`config.mk`:
```
export PLATFORM = sky130hd
export DESIGN_NAME = ed25519_io_frame
export DESIGN_NICKNAME = d
export VERILOG_FILES = /design/src/rtl/ed25519_pkg.sv /design/src/rtl/ed25519_word_shift.sv /design/src/rtl/ed25519_io_frame.sv
export SDC_FILE = /design/constraint.sdc
export NUM_CORES = 2
export LEC_CHECK = 0
export ABC_CLOCK_PERIOD_IN_PS = 2110
export BUFFER_PORTS_ARGS = -buffer_cell sky130_fd_sc_hd__buf_2
export CORE_AREA = 5 5 555 557
export CTS_BUF_LIST = sky130_fd_sc_hd__clkbuf_2
export DETAILED_ROUTE_END_ITERATION = 8
export DIE_AREA = 0 0 560 562
export HOLD_SLACK_MARGIN = 0.05
export PLACE_DENSITY = 0.44
export SLEW_MARGIN = 10
export SYNTH_ARGS = -nofsm -noshare
export SYNTH_HDL_FRONTEND = slang
export SYNTH_SLANG_ARGS = --single-unit
export TNS_END_PERCENT = 10
```
`constraint.sdc`:
```
create_clock -name i_clk -period 2.11 [get_ports i_clk]
set_input_delay 0.422 -clock i_clk [delete_from_list [all_inputs] [get_ports i_clk]]
set_output_delay 0.422 -clock i_clk [all_outputs]
set_load 0.05 [all_outputs]
```
`src/rtl/ed25519_pkg.sv`:
```
// Shared constants and types for the ed25519 stream framing stage.
// Operands arrive and leave as 64-bit words, most significant word first.
package ed25519_pkg;

    localparam int unsigned DATA_W    = 64;
    localparam int unsigned PATN_W    = 256;
    localparam int unsigned IO_CYCLE  = PATN_W / DATA_W;
    localparam int unsigned IN_WORDS  = 3 * IO_CYCLE;
    localparam int unsigned OUT_WORDS = 2 * IO_CYCLE;
    localparam int unsigned CNT_W     = 4;

    typedef enum logic [1:0] {
        LOAD = 2'd0,
        CALC = 2'd1,
        SEND = 2'd2
    } io_state_t;

    typedef logic [PATN_W-1:0] fe_t;

endpackage

```
`src/rtl/ed25519_word_shift.sv`:
```
// Word-granular register with a parallel load and a left shift that inserts one word at the LSB end.
// Parallel load takes priority over shifting.
module ed25519_word_shift #(
    parameter int unsigned DATA_W = 64,
    parameter int unsigned WORDS  = 4
) (
    input  logic                     clk,
    input  logic                     rst,
    input  logic                     load,
    input  logic [DATA_W*WORDS-1:0]  load_data,
    input  logic                     shift,
    input  logic [DATA_W-1:0]        shift_in,
    output logic [DATA_W*WORDS-1:0]  q
);

    localparam int unsigned REG_W = DATA_W * WORDS;

    always_ff @(posedge clk) begin
        if (rst) begin
            q <= '0;
        end else if (load) begin
            q <= load_data;
        end else if (shift) begin
            q <= {q[REG_W-DATA_W-1:0], shift_in};
        end
    end

endmodule

```
`src/rtl/ed25519_io_frame.sv`:
```
// Frames a 12-word input stream into k/x/y operands for the point-multiplication core,
// then streams the 8-word result (Qx then Qy, MSW first) back out.
module ed25519_io_frame
    import ed25519_pkg::*;
(
    input  logic              i_clk,
    input  logic              i_rst,
    input  logic              i_in_valid,
    output logic              o_in_ready,
    input  logic [DATA_W-1:0] i_in_data,
    output logic              o_out_valid,
    input  logic              i_out_ready,
    output logic [DATA_W-1:0] o_out_data,
    output logic              o_core_start,
    output logic [PATN_W-1:0] o_scalar,
    output logic [PATN_W-1:0] o_px,
    output logic [PATN_W-1:0] o_py,
    input  logic              i_core_done,
    input  logic [PATN_W-1:0] i_qx,
    input  logic [PATN_W-1:0] i_qy
);

    io_state_t               state_q, state_d;
    logic [CNT_W-1:0]        cnt_q, cnt_d;
    logic                    start_q, start_d;
    logic                    valid_q, valid_d;
    logic                    in_shift, out_load, out_shift;
    logic                    in_acc, out_acc;
    logic [3*PATN_W-1:0]     in_q;
    logic [2*PATN_W-1:0]     out_q;

    // Ready depends only on registered state and reset, never on i_in_valid.
    assign o_in_ready = (state_q == LOAD) && !i_rst;
    assign in_acc     = i_in_valid && o_in_ready;
    assign out_acc    = valid_q && i_out_ready;

    always_ff @(posedge i_clk) begin
        if (i_rst) begin
            state_q <= LOAD;
            cnt_q   <= '0;
            start_q <= 1'b0;
            valid_q <= 1'b0;
        end else begin
            state_q <= state_d;
            cnt_q   <= cnt_d;
            start_q <= start_d;
            valid_q <= valid_d;
        end
    end

    always_comb begin
        state_d   = state_q;
        cnt_d     = cnt_q;
        start_d   = 1'b0;
        valid_d   = valid_q;
        in_shift  = 1'b0;
        out_load  = 1'b0;
        out_shift = 1'b0;
        case (state_q)
            LOAD: begin
                if (in_acc) begin
                    in_shift = 1'b1;
                    if (cnt_q == CNT_W'(IN_WORDS - 1)) begin
                        cnt_d   = '0;
                        state_d = CALC;
                        start_d = 1'b1;
                    end else begin
                        cnt_d = cnt_q + CNT_W'(1);
                    end
                end
            end
            CALC: begin
                if (i_core_done) begin
                    out_load = 1'b1;
                    valid_d  = 1'b1;
                    state_d  = SEND;
                end
            end
            SEND: begin
                if (out_acc) begin
                    out_shift = 1'b1;
                    if (cnt_q == CNT_W'(OUT_WORDS - 1)) begin
                        cnt_d   = '0;
                        valid_d = 1'b0;
                        state_d = LOAD;
                    end else begin
                        cnt_d = cnt_q + CNT_W'(1);
                    end
                end
            end
            default: begin
                state_d = LOAD;
                cnt_d   = '0;
                valid_d = 1'b0;
            end
        endcase
    end

    ed25519_word_shift #(
        .DATA_W (DATA_W),
        .WORDS  (IN_WORDS)
    ) u_in_shift (
        .clk       (i_clk),
        .rst       (i_rst),
        .load      (1'b0),
        .load_data ('0),
        .shift     (in_shift),
        .shift_in  (i_in_data),
        .q         (in_q)
    );

    ed25519_word_shift #(
        .DATA_W (DATA_W),
        .WORDS  (OUT_WORDS)
    ) u_out_shift (
        .clk       (i_clk),
        .rst       (i_rst),
        .load      (out_load),
        .load_data ({i_qx, i_qy}),
        .shift     (out_shift),
        .shift_in  ('0),
        .q         (out_q)
    );

    // First accepted word ends up in the top slot, so k occupies the upper third.
    assign o_scalar     = in_q[3*PATN_W-1 -: PATN_W];
    assign o_px         = in_q[2*PATN_W-1 -: PATN_W];
    assign o_py         = in_q[PATN_W-1:0];
    assign o_out_data   = out_q[2*PATN_W-1 -: DATA_W];
    assign o_out_valid  = valid_q;
    assign o_core_start = start_q;

endmodule

```
### After elaboration in Yosys (flattened, before gate mapping)

Index checks and enable logic that the tools add are counted.

| cells by class | value |
|---|---|
| add/sub/neg operators | 1 |
| multiply operators | 0 |
| divide/modulo/power cells | 0 |
| $lt $le $gt $ge | 0 |
| eq/ne operators | 9 |
| shift-type cells | 0 |
| mux-type cells | 24 |
| bitwise gates (word level) | 3 |
| reduce and logical (&&, ||, !) cells | 10 |

Operators by type and width:

| kind | count |
|---|---|
| $mux W512 | 2 |
| $mux W4 | 4 |
| $pmux W4 S3 | 1 |
| $mux W1 | 10 |
| $mux W2 | 5 |
| $ne A2 B2 Y1 const B | 4 |
| $pmux W2 S3 | 1 |
| $reduce_and A5 Y1 | 1 |
| $add A4 B1 Y4 const B | 1 |
| $eq A4 B3 Y1 const B | 1 |
| $eq A4 B4 Y1 const B | 1 |
| $reduce_and A4 Y1 | 1 |
| $logic_and A1 B1 Y1 | 3 |
| $not A1 Y1 | 3 |
| $pmux W1 S3 | 1 |
| $reduce_and A3 Y1 | 1 |
| $reduce_or A3 Y1 | 1 |
| $eq A2 B1 Y1 const B | 1 |
| $eq A2 B2 Y1 const B | 1 |
| $logic_not A2 Y1 | 1 |
| $ne A2 B1 Y1 const B | 1 |
| $reduce_bool A2 Y1 | 1 |
| $logic_not A1 Y1 | 1 |

| word-level totals | value |
|---|---|
| bits in registers | 1288 |
| latch bits | 0 |
| memory bits (writable) | 0 |
| memory bits (read-only) | 0 |
| output and inout port bits | 835 |
| logic and storage cells | 53 |
| memories kept | 0 |

### Longest topological paths before layout

| logic depth | value |
|---|---|
| depth in word-level cells | 5 |
| gate-level depth with buffers | 8 |
| mapped depth without buffers | 5 |

### Hierarchy

From an unflattened synthesis, not the netlist that was laid out.

| unflattened totals | value |
|---|---|
| cell total of the unflattened synthesis | 5746 |
| area total of the unflattened synthesis | 63016.7 µm² |

Modules (own cells, without submodules):

| module | times used | cells each | area each (µm²) |
|---|---|---|---|
| ed25519_word_shift (u_in_shift) | 1 | 3414 | 35967.0 |
| ed25519_word_shift (u_out_shift) | 1 | 2276 | 26561.7 |
| ed25519_io_frame | 1 | 56 | 488.0 |

### Worst setup path after synthesis

No wires, ideal clock.

| timing path | value |
|---|---|
| path type | input -> output |
| start point | in i_rst |
| end point | out o_in_ready |
| data arrival time | 1.974 ns |
| path slack | -0.286 ns |
| stages | 4 |
| buffers on the path | 3 |
| cell sequence | buf_2 clkbuf_1 clkbuf_1 nor3_1 |

| between the ends | value |
|---|---|
| word-level cells in the longest chain between the ends | 2 |

RTL lines:

| item | RTL line | text |
|---|---|---|
| start, declared | ed25519_io_frame.sv:7 | `input logic i_rst,` |
| $logic_not A1 Y1 | ed25519_io_frame.sv:33 | `assign o_in_ready = (state_q == LOAD) && !i_rst;` |
| $logic_and A1 B1 Y1 | ed25519_io_frame.sv:33 |  |
| end, declared | ed25519_io_frame.sv:9 | `output logic o_in_ready,` |

Every way passes these cells.

### Final worst setup path

| timing path | value |
|---|---|
| start point | reg u_out_shift.q[471] |
| end point | out o_out_data[23] |

RTL lines:

| item | RTL line | text |
|---|---|---|
| start, declared | ed25519_word_shift.sv:13 | `output logic [DATA_W*WORDS-1:0] q` |
| start signal, assigned | ed25519_word_shift.sv:22 | `q <= load_data;` |
| start signal, assigned | ed25519_word_shift.sv:24 | `q <= {q[REG_W-DATA_W-1:0], shift_in};` |
| end, declared | ed25519_io_frame.sv:13 | `output logic [DATA_W-1:0] o_out_data,` |

No word-level cell between the ends.

==> metrics.cfg <==
[status]
outcome=finished with violations
violations=negative setup slack

[power_and_ir_drop]
powerDensity_mw_per_mm2=566
p_leak_nw=34.7
pwr-share-clk_pct=38.6
p_int_mw=35.0
p_switching_mw=15.3
switching_share_pct=30.5
vdd.ir_drop.worst_mv=0.350
seq_power_share_pct=48.7
power_frac_comb_pct=12.8

[logic_synthesis]
synth_fa_ha_area_share_pct=0.0250
avgSynthCellArea_sq_um=8.18
syn_inst=6109
syn_area_sq_mm=0.0500
synthMuxAreaShare_pct=0
syn_nets=6691
synth-simple-area-share_pct=25.9
seq_area_frac_synth_pct=51.6
synthTopCellsByArea=dfxtp_1 (52%), nand2_1 (12%), nand2b_1 (9.6%), a311oi_1 (7.2%), o21ai_0 (5.4%)
ys_warn_count=0
synth_top_family_by_area=simple AND/OR/NAND/NOR gates
synth_top_area_share_pct=51.6
synth_cell_types=34
synth-xor-area-share_pct=0
synth_area_leader_cell=dfxtp_1
synth-compound-area-share_pct=16.9
ys_ff_latch=1288

[setup_path]
crit_family=flip-flops
crit_required_ns=1.69
crit_cells=1
end_kind=primary output
cp_max_fo=2
path_buf_inv=1
r2r_cells=7
crit_type=flip-flop to primary output
start_kind=flip-flop
cpPeakStageDelay_ns=0.41
critPathSlowestCell=dfxtp_1
crit_chain=buf_2
worstPathArrival_ns=2.35
regToRegSetupSlack_ns=-0.08

[floorplanning]
dieArea_sq_mm=0.315
initial_core_util_pct=16.6
pin_count=1416
core-area_sq_mm=0.302
row_count=202
dieWidth_microns=560
die_h_microns=562

[final_layout]
final_cell_mix=dlygate4sd3_1 (1719), nand2_1 (1633), buf_2 (1075), dfxtp_1 (949), nand2b_1 (770)
final_common_cell=dlygate4sd3_1
drive_above_1_share_pct=28.1
n_fill_cell=31600
postLayoutCellArea_sq_mm=0.0889
fin_util_pct=29.4
nets=9986
area_growth_syn_to_layout_pct=77.8

[global_route]
grt_pass1_wl_mm=437
grt_start_max_net_pins=177
grt_antenna_before_repair=143
grt_pass1_vias=59000
grtUsageTotal_pct=18.8
globalRouteOverflowTotal=0

[routing]
drcViolationCount=0
wl_met2_mm=134
met1_length_mm=131
num_vias=59900
drtPass1Iterations=6
wirelength_mm=310
wl_met3_mm=27.8
final_antenna_net_count=0
top_layer_used=met5
vias_per_cell=4.37
drtIter0Drc=6291
wl_per_cell_microns=22.7

[sta]
finalHoldViolations=0
slew_violations=0
skew_ns=0.261
fin_ws_ns=-0.666
max_freq_mhz=360
worst_pin_slew_ns=0.975
slew_headroom_pct=35.0
period_share_pct=132
rsz0062_at_grt=yes
setup_violations=887
period_minus_slack_ns=2.78

[place]
dpl_cell_area_sq_mm=0.0621
dp_hpwl_mm=209
port_buffers=1415
place_congestion=0.890

[cts]
clkTransAtPathRegs_ns=0.12
cts_root_buffer=clkbuf_2
max-clock-path-buffers=4
cts_tree=done
htreeDepth=5
cts_sinks=1288
cts_buffers=370
clock_latency_ns=1.73

[hold_path]
whs_path_depth=2
hp-class=flip-flop to flip-flop

[run]
maxCapViolCount=0

-- flip-flops by register name (all words and copies together) (netlist names) --
signal,count
cnt_q,4
u_in_shift.q,768
o_out_valid,1
state_q,2
u_out_shift.q,512
o_core_start,1
-- timing repair --
item | in CTS | in global routing
pin swaps | 1 | 0
hold endpoints to repair | 1288 | 8
setup buffers | 86 | 51
setup endpoints to repair | 925 | 1006
gates resized for setup | 935 | 981
hold buffers | 1717 | 2
-- metal layers --
metal	track usage, %	vias to the layer above
met2	28.1	3444
met1	23.9	28000
met5	0.467	-
li1	-	27200
met3	6.66	1200
met4	9.02	54
-- cells in the mapped netlist (all sizes together) --
master   number
nand2      1633
o21ba         1
and4b         3
nor2        482
nor2b         4
buf         320
a21oi        41
nand3b        2
or4b          1
nor3          3
clkbuf      267
a2111oi       1
nor3b         1
nand3         3
ha            1
a22oi        99
o21ai       770
nand2b      770
a211oi        1
a311oi      413
or3b          2
o2bb2ai       1
a31oi         1
dfxtp      1288
and3b         1
-- through the flow --
stage | setup slack (ns) | total power [mW] | hold slack (ns) | setup TNS, ns | instances
after floorplan | 0.139 | 27.0 | 0.437 | 0 | 6109
after global placement | 0.0132 | 28.5 | 0.443 | 0 | 11200
after detailed placement | 0.0140 | 28.6 | 0.445 | 0 | 11200
after CTS | -1.22 | 50.8 | -0.178 | -793.19 | 13600
after global routing | -1.06 | 52.7 | 0.0709 | -740.39 | 13700
final | -0.666 | 50.3 | 0.303 | -397.99 | 13700
-- worst paths after layout --
kind                            from            endpoint
hold reg to reg   u_out_shift.q[143]  u_out_shift.q[207]
setup reg to reg          state_q[0]    u_in_shift.q[24]
setup / recovery  u_out_shift.q[471]      o_out_data[23]
hold / removal    u_out_shift.q[143]  u_out_shift.q[207]
-- power by group through the flow --
stage               Sequential (mW)  Clock (mW)  Combinational [mW]
finish                         24.5        19.4                6.43
global route                   24.5        21.5                6.72
CTS                            24.6        20.2                6.02
detailed placement             25.3           0                3.26
global placement               25.3           0                3.25
floorplan                      26.0           0                1.05
-- cell families (layout without fill, tap and decap cells) --
family / count (synthesis) / after routing
flops: 1288 / 1288
fa+ha+maj: 1 / 1
buf+inv: 587 / 4153
simple gates: 2905 / 2905
compound gates: 1328 / 1328
other cells: 0 / 54
-- final cells by class --
cell class	count	area (sq um)	share of cell area [%]
Timing Repair Buffer	3510	32200	36.2
Sequential cell	1288	26900	30.2
Clock buffer	549	2750	3.09
Antenna cell	54	135	0.152
Multi-Input combinational cell	4234	21400	24.1
Clock inverter	94	571	0.642
Tap cell	3978	4980	5.60
No activity file was read; power rests on OpenSTA's default activity.
